===== config.mk =====
export PLATFORM = sky130hd
export DESIGN_NAME = change_dispenser
export DESIGN_NICKNAME = d
export VERILOG_FILES = /design/src/rtl/change_dispenser.sv
export SDC_FILE = /design/constraint.sdc
export NUM_CORES = 1
export LEC_CHECK = 0
export BUFFER_PORTS_ARGS = -buffer_cell sky130_fd_sc_hd__buf_2
export CAP_MARGIN = 20
export CORE_MARGIN = 8
export CORE_UTILIZATION = 35
export DETAILED_ROUTE_END_ITERATION = 12
export PLACE_DENSITY = 0.66
export SLEW_MARGIN = 20
export SYNTH_ARGS = -nofsm -noshare
export SYNTH_HDL_FRONTEND = slang
export SYNTH_SLANG_ARGS = --single-unit

===== constraint.sdc =====
create_clock -name clk -period 5 [get_ports clk]
set_input_delay 0.25 -clock clk [delete_from_list [all_inputs] [get_ports clk]]
set_output_delay 0.25 -clock clk [all_outputs]
set_load 0.005 [all_outputs]

===== src/rtl/change_dispenser.sv =====
// change_dispenser: greedy high/low coin payout sequencer with hopper handshake and inventory tracking
module change_dispenser #(
    parameter int DENOM_HI       = 5,
    parameter int PULSE_CYCLES   = 4,
    parameter int TIMEOUT_CYCLES = 1000,
    parameter int INV_WIDTH      = 6
) (
    input  logic                 clk,
    input  logic                 rst,
    input  logic                 start,
    input  logic [7:0]           amount,
    input  logic                 inv_load,
    input  logic [INV_WIDTH-1:0] inv_hi_in,
    input  logic [INV_WIDTH-1:0] inv_lo_in,
    input  logic                 coin_sensed,
    output logic                 eject_hi,
    output logic                 eject_lo,
    output logic                 busy,
    output logic                 done,
    output logic                 fault,
    output logic [7:0]           remaining,
    output logic [INV_WIDTH-1:0] inv_hi,
    output logic [INV_WIDTH-1:0] inv_lo
);
    localparam int PW = $clog2(PULSE_CYCLES + 1);
    localparam int TW = $clog2(TIMEOUT_CYCLES + 1);
    localparam logic [7:0] DH = 8'(DENOM_HI);

    typedef enum logic [2:0] {IDLE, SELECT, EJECT, WAIT_SENSE, DONE, FAULT} state_t;

    state_t        state, state_nx;
    logic          sel_hi, seen;
    logic [PW-1:0] pcnt;
    logic [TW-1:0] tmr;
    logic          idle_like, take_hi, credit, pulse_end;

    assign idle_like = state == IDLE || state == FAULT;
    assign take_hi   = remaining >= DH && inv_hi != '0;
    assign credit    = (state == EJECT || state == WAIT_SENSE) && coin_sensed && !seen;
    assign pulse_end = pcnt == PW'(PULSE_CYCLES - 1);

    always_ff @(posedge clk) begin
        if (!rst) state <= IDLE;
        else      state <= state_nx;
    end

    always_comb begin
        state_nx = state;
        case (state)
            IDLE, FAULT: state_nx = start ? (amount != '0 ? SELECT : DONE) : state;
            SELECT:      state_nx = remaining == '0 ? DONE :
                                    (take_hi || inv_lo != '0) ? EJECT : FAULT;
            EJECT:       state_nx = !pulse_end ? EJECT : (seen || coin_sensed) ? SELECT : WAIT_SENSE;
            WAIT_SENSE:  state_nx = coin_sensed ? SELECT :
                                    tmr == TW'(TIMEOUT_CYCLES - 1) ? FAULT : WAIT_SENSE;
            DONE:        state_nx = IDLE;
            default:     state_nx = IDLE;
        endcase
    end

    always_comb begin
        eject_hi = state == EJECT && sel_hi;
        eject_lo = state == EJECT && !sel_hi;
        busy     = state == SELECT || state == EJECT || state == WAIT_SENSE;
        done     = state == DONE;
        fault    = state == FAULT;
    end

    // Only the first sense per coin is credited; seen is cleared in SELECT, just before EJECT.
    always_ff @(posedge clk) begin
        if (!rst) begin
            remaining <= '0;
            inv_hi    <= '0;
            inv_lo    <= '0;
            sel_hi    <= 1'b0;
            seen      <= 1'b0;
            pcnt      <= '0;
            tmr       <= '0;
        end else begin
            if (idle_like && inv_load) begin
                inv_hi <= inv_hi_in;
                inv_lo <= inv_lo_in;
            end
            if (idle_like && start) remaining <= amount;
            if (state == SELECT) begin
                sel_hi <= take_hi;
                seen   <= 1'b0;
                pcnt   <= '0;
            end
            if (state == EJECT) begin
                pcnt <= pcnt + PW'(1);
                tmr  <= '0;
            end
            if (state == WAIT_SENSE) tmr <= tmr + TW'(1);
            if (credit) begin
                remaining <= remaining - (sel_hi ? DH : 8'd1);
                seen      <= 1'b1;
                if (sel_hi && inv_hi != '0) inv_hi <= inv_hi - INV_WIDTH'(1);
                if (!sel_hi && inv_lo != '0) inv_lo <= inv_lo - INV_WIDTH'(1);
            end
        end
    end
endmodule


After elaboration in Yosys (flattened, before gate mapping). Index checks and enable logic that the tools add are counted.

Output and inout port bits: 25. ROM bits: 0. Register bits after elaboration: 38. Bits of input ports: 25. Word-level logic and storage cells: 73. Memories: 0. Memory bits (writable): 0. Latch bits: 0.

Shift-type cells: 0. Div/mod/pow operators: 0. Mux-type cells: 24. $lt $le $gt $ge: 1. Equal/unequal tests: 8. $mul: 0. Reductions and logical operators: 27. Add/subtract/negate cells: 5. Bitwise logic cells: 0.

Operators by type and width (count): $mux 6 (6); $mux 3 (9); $mux 10 (2); $mux 8 (2); $pmux 3 s4 (1); $reduce_bool 6->1 (2); $sub 6x1->6 const B (2); $add 10x1->10 const B (1); $eq 10x10->1 const B (1); $eq 3x2->1 const B (3); $logic_and 1x1->1 (9); $ge 8x3->1 const B (1); $logic_not 8->1 (1); $reduce_bool 2->1 (4); $reduce_bool 8->1 (1); $sub 8x3->8 (1); $eq 3x3->1 const B (2); $logic_or 1x1->1 (6); $mux 2 (2); $add 3x1->3 const B (1); $eq 3x1->1 const B (1); $logic_not 3->1 (1); $logic_not 1->1 (2); $mux 1 (2); 2 further kinds (2).

Longest topological paths before layout. Gate-level depths: netlist (run 1).

Depth after elaboration: 6. Depth in mapped cells: 7. Mapped depth without buffers: 6.

Worst setup path after synthesis (run 1). Ideal clock, no wire load.

Path type: register to register. Start point: reg inv_hi[0]. End point: reg inv_hi[2]. Library setup time: 0.075 ns. Data required time: 4.925 ns. Slack: 3.120 ns. Path buffers: 1. Period minus slack after synthesis: 1.880 ns. Stages on the path, launching flop included: 8. Arrival: 1.805 ns. Cells stage by stage: dfxtp_1 > inv_1 > ha_1 > or3b_4 > o311ai_4 > clkbuf_4 > mux2_1 > o22ai_1.

Cells in the longest elaborated chain, start to end: 4. Elaborated cells between the ends (all ways): 5. Classes of those cells: add/sub: 1; mux: 2; reduce/logical: 2.

RTL lines: from (decl) (RTL line 22) `output logic [INV_WIDTH-1:0] inv_hi,`; from (signal assigned) (RTL line 81) `inv_hi <= inv_hi_in;`; from (signal assigned) (RTL line 98) `if (sel_hi && inv_hi != '0) inv_hi <= inv_hi - INV_WIDTH'(1);`; branches (longest 2 deep; another with $sub 6x1->6); $mux 6 (*) (RTL line 98); $mux 6 (*) (RTL line 95) `if (credit) begin`.

Mark *: on every way between the ends. A chain may end at the register's enable or synchronous reset.

Worst setup path in the final report (run 1).
Start point: reg state[1]. End point: out eject_hi.

Cells in the longest elaborated chain, start to end: 2.

RTL lines: from (decl) (RTL line 31) `state_t state, state_nx;`; from (signal assigned) (RTL line 44) `else state <= state_nx;`; $eq 3x2->1 (RTL line 62) `eject_hi = state == EJECT && sel_hi;`; $logic_and 1x1->1 (RTL line 62); to (decl) (RTL line 16) `output logic eject_hi,`.

Every way passes these cells.

==> impl_metrics.tcl, run 1 <==
set metrics [dict create \
    status "completed" \
    vias 2376 \
    avgViaCountPerCell 5.73 \
    min_path_cells 3 \
    maxCapViolations 0 \
    hp-start "inv_hi_in[4]" \
    synth_nets 327 \
    antenna_cells 0 \
    wl_per_cell_microns 16.1 \
    instances_no_fill 415 \
    netlist_area_sq_um 2360 \
    drt-met1-wl_microns 3200 \
    setup_ws_ps 2790 \
    gp_congestion 0.847 \
    area_growth_pct 17.9 \
    highest_layer "met4" \
    arrival_ps 1960 \
    met2_length_microns 3090 \
    clk-insertion-delay-late_ps 300 \
    ant_nets 0 \
    synth_cells 293 \
    critPathCaptureType "primary output" \
    wl_microns 6660 \
    r2r_cells 4 \
    dp.cells 407 \
    synth_edf_count 0 \
    clock-sinks 38 \
    cp-start-kind "flip-flop" \
    synthArstFlopShare 0 \
    p_per_area_nw_per_um2 522 \
    drtPass1Iterations 4 \
    drt_iter0_drc 225 \
    grt_pass1_vias 2305 \
    grt_start_max_net_pins 34 \
    finalMaxSlewViolations 0 \
    cts-root-buf "clkbuf_8" \
    cts.hold.buffers_added 0 \
    crit_start "state[1]" \
    fmax_mhz 453 \
    reg2reg_from "state[1]" \
    synth.area.top_cells "dfxtp_1 (32%), a21oi_1 (4.9%), ha_1 (4.8%)" \
    grt_setup_unrepaired "false" \
    postCtsSetupBuffers 0 \
    yosys_warnings 0 \
    cts_tree "done" \
    synth_top_area_frac 0.322 \
    io_pins 50 \
    clkTransAtPathRegs_ps 80 \
    die_height_microns 98.1 \
    cts_buffer_depth 2 \
    hold_viol 0 \
    antenna_found_initial 0 \
    die-width_microns 98.1 \
    nNetsFinal 368 \
    worstSetupPathType "flip-flop to primary output" \
    initial_utilization 0.355 \
    fin_tns_setup_ps 0 \
    cp_max_fo 21 \
    synth_seq_cells 38 \
    drc 0 \
    drive_gt1_frac 0.191 \
    grt_pass1_wl_microns 11100 \
    core_area_sq_um 6640 \
    rows 30 \
    ys_top_cells_by_count "dfxtp_1 (38), nand2_1 (25), a21oi_1 (23)" \
    cts_buffers 5 \
    die-area_sq_um 9630 \
    setup_viol 0 \
    p_leak_nw 1.08 \
    holdCritPathClass "input port to flip-flop" \
    peakVddDrop_v 0.000201 \
    synth_top_area_cell "dfxtp_1" \
    synth_area_per_cell_sq_um 8.06 \
    crit_required_ps 4750 \
    htree_levels 2 \
    finalCritPeriodShare 0.442 \
    grt_use_total 0.141 \
    fin_crit_ps 2210 \
    worstMarginPinSlew_ps 765 \
    yosysSeqAreaShare 0.322 \
    relSlewSlack 0.490 \
    port_buffers 49 \
    overflow 0 \
    dp_slack_ps 2950 \
    cts.repair.resized 0 \
    skew_ps 8.08 \
    dpl.hpwl_microns 4760 \
    synth.most_common_cell "dfxtp_1" \
    synthDistinctLibCells 59 \
    synthFlopType "dfxtp_1" \
    dr_wl_met3_microns 288 \
]
## through the flow
stage,hold WS [ps],utilization,power (mW),area [sq um]
5_1_grt,210,0.419,1.56,2780
4_1_cts,206,0.419,1.46,2780
2_1_floorplan,400,-,0.941,2360
3_5_place_dp,457,0.398,1.12,2640
6_report,213,0.419,1.45,2780
3_3_place_gp,448,0.398,1.11,2640
## flip-flops by register name, indices dropped and copies added, names as in the netlist
signal     count
sel_hi         1
seen           1
tmr           10
inv_hi         6
remaining      8
inv_lo         6
state          3
pcnt           3
## final timing paths
path | to | slack [ps]
min reg2reg | pcnt[2] | 460
max reg2reg | inv_hi[5] | 2920
max | eject_hi | 2790
min | inv_hi[4] | 210
## power by group
group	total [mW]	switching [mW]	internal, mW
sequential	0.491	0.120	0.371
combinational	0.634	0.365	0.270
clock	0.328	0.115	0.213
## cell usage in the layout (no fill, tap or decap), types with 3 or more instances in the layout
master	n
nor4_1	8
o211ai_1	5
and2_1	4
nor2b_1	6
nand3_1	18
inv_1	18
or4_1	3
a2bb2oi_1	5
dfxtp_1	38
nor3_1	18
xnor2_1	4
ha_1	9
a311oi_1	3
nor2_1	11
clkbuf_8	6
buf_2	49
nand2b_1	7
o21ai_0	13
a22oi_1	3
a21oi_1	23
or3_1	3
o2bb2a_1	3
nand2_1	25
a31oi_1	5
nand4b_1	4
## layout make-up
| cell class | instances | area (sq um) |
|---|---|---|
| Fill cell | 664 | 3860 |
| Inverter | 18 | 67.6 |
| Sequential cell | 38 | 761 |
| Clock buffer | 6 | 82.6 |
| Timing Repair Buffer | 50 | 253 |
| Clock inverter | 2 | 60.1 |
| Multi-Input combinational cell | 221 | 1460 |
| Tap cell | 80 | 100 |
## metal layers
| metal | vias up | global-route usage |
|---|---|---|
| met5 | - | 0 |
| met4 | 0 | 0.0543 |
| met3 | 6 | 0.0327 |
| met2 | 64 | 0.227 |
| met1 | 1122 | 0.178 |
| li1 | 1184 | - |
## logic make-up (layout without fill, tap and decap cells)
| logic type | count (synthesis) | count (layout) | synth area share |
|---|---|---|---|
| compound gates | 85 | 85 | 0.266 |
| xor+xnor | 6 | 6 | 0.0223 |
| fa+ha+maj | 9 | 9 | 0.0477 |
| buf+inv | 34 | 76 | 0.0593 |
| flops | 38 | 38 | 0.322 |
| mux | 2 | 2 | 0.00901 |
| simple gates | 119 | 119 | 0.273 |
## critical path, stage by stage, from the launching register on
cell      delay, ps
dfxtp_1         580
nand2b_1        510
nor3_1          390
buf_2           180
Note: power is estimated with default switching activity, not from simulation.
==> run 2, diff against run 1 <==
==> constraint.sdc (replaced) <==
create_clock -name clk -period 2.2 [get_ports clk]
set_input_delay 0.11 -clock clk [delete_from_list [all_inputs] [get_ports clk]]
set_output_delay 0.11 -clock clk [all_outputs]
set_load 0.005 [all_outputs]
==> impl_metrics.tcl, run 2 (synthesized netlist as in run 1, its figures left out) <==
set metrics [dict create \
    status "completed" \
    use_met3 0.0299 \
    cts.repair.resized 0 \
    clkTransAtPathRegs_ps 80 \
    relSlewSlack 0.595 \
    r2r_cells 6 \
    r2r_end "inv_hi[2]" \
    p_per_area_nw_per_um2 1130 \
    grt_pass1_wl_microns 11300 \
    maxCapViolations 0 \
    dp.cells 415 \
    instances_no_fill 423 \
    cts_buffer_depth 2 \
    cp_max_fo 11 \
    clk-insertion-delay-late_ps 290 \
    initial_utilization 0.355 \
    dpl-instance-area_sq_um 2700 \
    hold_viol 0 \
    die-width_microns 98.1 \
    gp_congestion 0.838 \
    layout_commonest_cell "buf_2" \
    die_height_microns 98.1 \
    dp_slack_ps 174 \
    globalRouteMet1Util 0.176 \
    top_usage_layer "met2" \
    cts.hold.buffers_added 0 \
    worstSetupPathType "flip-flop to flip-flop" \
    hp-start "inv_hi_in[5]" \
    grt_setup_unrepaired "false" \
    largest_register "tmr" \
    port_buffers 49 \
    drtPass1Iterations 4 \
    dpl.hpwl_microns 4970 \
    holdWs_ps 71.7 \
    fin_crit_ps 2050 \
    worstMarginPinSlew_ps 601 \
    setup_viol 0 \
    cp-start-kind "flip-flop" \
    wl_per_cell_microns 15.9 \
    crit_required_ps 2420 \
    critPathCaptureType "flip-flop" \
    antenna_found_initial 0 \
    overflow 0 \
    fin_tns_setup_ps 0 \
    cts-root-buf "clkbuf_8" \
    grt_pass1_vias 2372 \
    largest_register_ffs 10 \
    total_power_mw 3.15 \
    drt_iter0_drc 163 \
    die-area_sq_um 9630 \
    area_growth_pct 18.3 \
    reg2reg_from "inv_hi[0]" \
    finalInstanceArea_sq_um 2790 \
    vias 2452 \
    rows 30 \
    skew_ps 4.56 \
    io_pins 50 \
    r2r_setup_slack_ps 150 \
    holdCritPathClass "input port to flip-flop" \
    met2_usage 0.229 \
    htree_levels 2 \
    drc 0 \
    peakVddDrop_v 0.000526 \
    clock-sinks 38 \
    avgViaCountPerCell 5.80 \
    min_path_cells 3 \
    cts_buffers 5 \
    ant_nets 0 \
    hold_end "inv_hi[5]" \
    grt_use_total 0.140 \
    core_area_sq_um 6640 \
    final_cell_mix "buf_2 (49), dfxtp_1 (38), nand2_1 (25), a21oi_1 (23)" \
    antenna_cells 0 \
    arrival_ps 2280 \
    cts_tree "done" \
    p_leak_nw 1.10 \
    fill_cells 681 \
    finalMaxSlewViolations 0 \
    fin_util 0.420 \
    wl_microns 6720 \
    setup_ws_ps 147 \
    nNetsFinal 376 \
    largestRegisters "tmr x10, remaining x8" \
    postCtsSetupBuffers 0 \
    fmax_mhz 487 \
    drive_gt1_frac 0.207 \
    grt_start_max_net_pins 19 \
    finalCritPeriodShare 0.933 \
]
[run 2: cell types whose count changed in the layout (fill, tap and decap cells not counted)]
cell / change
clkinv_2: +1
clkbuf_1: +1
buf_4: +8
bufinv_16: -2
[run 2: critical path, stage by stage (launching register included)]
cell      delay [ps]
dfxtp_1          340
inv_1             70
ha_1             180
or3b_4           420
o311ai_4         470
mux2_1           370
o22ai_1          130
[run 2: where the power goes]
| group | switching, mW | internal, mW | total, mW | leakage (nW) |
|---|---|---|---|---|
| clock network | 0.260 | 0.253 | 0.513 | 0.0482 |
| logic | 0.920 | 0.677 | 1.60 | 0.738 |
| registers | 0.196 | 0.843 | 1.04 | 0.310 |
[run 2: per-layer routing]
| layer | vias to the layer above | wire length (microns) |
|---|---|---|
| li1 | 1195 | - |
| met1 | 1169 | 3230 |
| met2 | 78 | 3100 |
| met3 | 10 | 275 |
| met4 | 0 | 113 |
| met5 | - | 0 |
[run 2: worst max path at each step]
| stage | from | to | slack (ps) | depth (start not counted) |
|---|---|---|---|---|
| after floorplan | inv_hi[0] | inv_hi[2] | 320 | 7 |
| after global placement | inv_hi[0] | inv_hi[2] | 240 | 6 |
| after detailed placement | inv_hi[0] | inv_hi[2] | 170 | 6 |
| after CTS | inv_hi[0] | inv_hi[2] | 150 | 6 |
| after global routing | inv_hi[0] | inv_hi[2] | 20 | 6 |
| final | inv_hi[0] | inv_hi[2] | 150 | 6 |
[run 2: area by class of cell]
cell class | instances | area [sq um] | area share
sequential | 38 | 761 | 0.272
inverter | 18 | 67.6 | 0.0242
multi-input combinational | 221 | 1460 | 0.523
timing repair buffer | 58 | 313 | 0.112
clock inverter | 1 | 5.00 | 0.00179
tap | 80 | 100 | 0.0358
clock buffer | 7 | 86.3 | 0.0309
==> run 3, diff against run 2 <==
--- a/config.mk
+++ b/config.mk
@@ -9,9 +9,11 @@
 export CAP_MARGIN = 20
 export CORE_MARGIN = 8
 export CORE_UTILIZATION = 35
+export CTS_BUF_LIST = sky130_fd_sc_hd__clkbuf_8
 export DETAILED_ROUTE_END_ITERATION = 12
 export PLACE_DENSITY = 0.66
-export SLEW_MARGIN = 20
+export RECOVER_POWER = 100
+export SLEW_MARGIN = 0
 export SYNTH_ARGS = -nofsm -noshare
 export SYNTH_HDL_FRONTEND = slang
 export SYNTH_SLANG_ARGS = --single-unit
==> impl_metrics.tcl, run 3 (synthesized netlist as in run 1, its figures left out) <==
set metrics [dict create \
    layout_commonest_cell "dfxtp_1" \
    r2r_setup_slack_ps 160 \
    dp.cells 415 \
    grt_pass1_wl_microns 11300 \
    die-width_microns 98.1 \
    cts_buffer_depth 2 \
    cts.repair.resized 0 \
    p_per_area_nw_per_um2 1130 \
    io_pins 50 \
    hp-start "inv_hi_in[4]" \
    wl_microns 6700 \
    crit_path_top_delay_cell "o311ai_4" \
    antenna_cells 0 \
    fin_tns_setup_ps 0 \
    initial_utilization 0.355 \
    core_area_sq_um 6640 \
    maxCapViolations 0 \
    htree_levels 2 \
    cp_max_fo 11 \
    fin_util 0.416 \
    fmax_mhz 489 \
    grt_pass1_vias 2372 \
    cts_buffers 5 \
    largest_register_ffs 10 \
    skew_ps 4.22 \
    wl_per_cell_microns 15.8 \
    fin_crit_ps 2040 \
    setup_ws_ps 156 \
    cts.hold.buffers_added 0 \
    grt_setup_unrepaired "false" \
    nNetsFinal 376 \
    final_cell_mix "dfxtp_1 (38), buf_2 (31), nand2_1 (25), a21oi_1 (23)" \
    p_leak_nw 1.02 \
    drtPass1Iterations 4 \
    crit_required_ps 2430 \
    cp_cell_sequence "inv_1, ha_1, or3b_4, o311ai_4, mux2_1, o22ai_1" \
    clkTransAtPathRegs_ps 80 \
    r2r_end "inv_hi[2]" \
    r2r_cells 6 \
    largestRegisters "tmr x10, remaining x8" \
    crit_buf_inv 1 \
    cp-start-kind "flip-flop" \
    relSlewSlack 0.596 \
    drt_iter0_drc 182 \
    setup_viol 0 \
    drc 0 \
    hold_viol 0 \
    cts-root-buf "clkbuf_8" \
    gp_congestion 0.838 \
    cp_top_family "compound AO/OA/AOI/OAI gates" \
    arrival_ps 2270 \
    clk-insertion-delay-late_ps 300 \
    min_path_cells 3 \
    die-area_sq_um 9630 \
    dpl.hpwl_microns 4970 \
    status "completed" \
    worstSetupPathType "flip-flop to flip-flop" \
    postCtsSetupBuffers 0 \
    grt_start_max_net_pins 19 \
    overflow 0 \
    avgViaCountPerCell 5.71 \
    hold_end "inv_hi[4]" \
    reg2reg_from "inv_hi[0]" \
    slowest_delay_ps 460 \
    ant_nets 0 \
    dp_slack_ps 174 \
    area_growth_pct 17.1 \
    critPathCaptureType "flip-flop" \
    peakVddDrop_v 0.000524 \
    finalMaxSlewViolations 0 \
    finalCritPeriodShare 0.929 \
    clock-sinks 38 \
    die_height_microns 98.1 \
    drive_gt1_frac 0.152 \
    worstMarginPinSlew_ps 600 \
    holdCritPathClass "input port to flip-flop" \
    rows 30 \
    vias 2415 \
    port_buffers 49 \
    antenna_found_initial 0 \
    grt_use_total 0.140 \
    instances_no_fill 423 \
    largest_register "tmr" \
    cts_tree "done" \
]
## run 3: where the power goes
group / total [mW] / internal (mW) / leakage [nW] / switching (mW)
logic: 1.56 / 0.643 / 0.660 / 0.919
clock network: 0.509 / 0.249 / 0.0524 / 0.260
registers: 1.04 / 0.843 / 0.310 / 0.197
total: 3.11 / 1.73 / 1.02 / 1.38
## run 3: cell type report
cell class / instances / area [sq um]
Multi-Input combinational cell: 221 / 1460
Inverter: 18 / 67.6
Timing Repair Buffer: 58 / 284
Clock inverter: 2 / 8.76
Fill cell: 687 / 3880
Sequential cell: 38 / 761
Clock buffer: 6 / 82.6
Tap cell: 80 / 100
## run 3: metal layers
| metal | track usage | up-vias | part of all wire |
|---|---|---|---|
| met4 | 0.0543 | 0 | 0.017 |
| met3 | 0.0299 | 11 | 0.033 |
| li1 | - | 1195 | - |
| met2 | 0.229 | 59 | 0.46 |
| met5 | 0 | - | 0 |
| met1 | 0.176 | 1150 | 0.49 |
## run 3: stage by stage
stage / area (sq um) / total power, mW / hold WS, ps
after floorplan: 2360 / 2.14 / 260
after global placement: 2700 / 2.61 / 377
after detailed placement: 2700 / 2.64 / 383
after CTS: 2790 / 3.16 / 62.2
after global routing: 2760 / 3.36 / 72.4
final: 2760 / 3.11 / 70.5
## run 3: worst max-delay path by stage
stage | endpoint | slack [ps] | cells after the start | from
floorplan | inv_hi[2] | 320 | 7 | inv_hi[0]
global placement | inv_hi[2] | 240 | 6 | inv_hi[0]
detailed placement | inv_hi[2] | 170 | 6 | inv_hi[0]
CTS | inv_hi[2] | 150 | 6 | inv_hi[0]
global route | inv_hi[2] | 20 | 6 | inv_hi[0]
finish | inv_hi[2] | 160 | 6 | inv_hi[0]
## run 3: worst min-delay path: stages
cell     delay (ps)
buf_2           100
nand2_1          50
a31oi_1          70
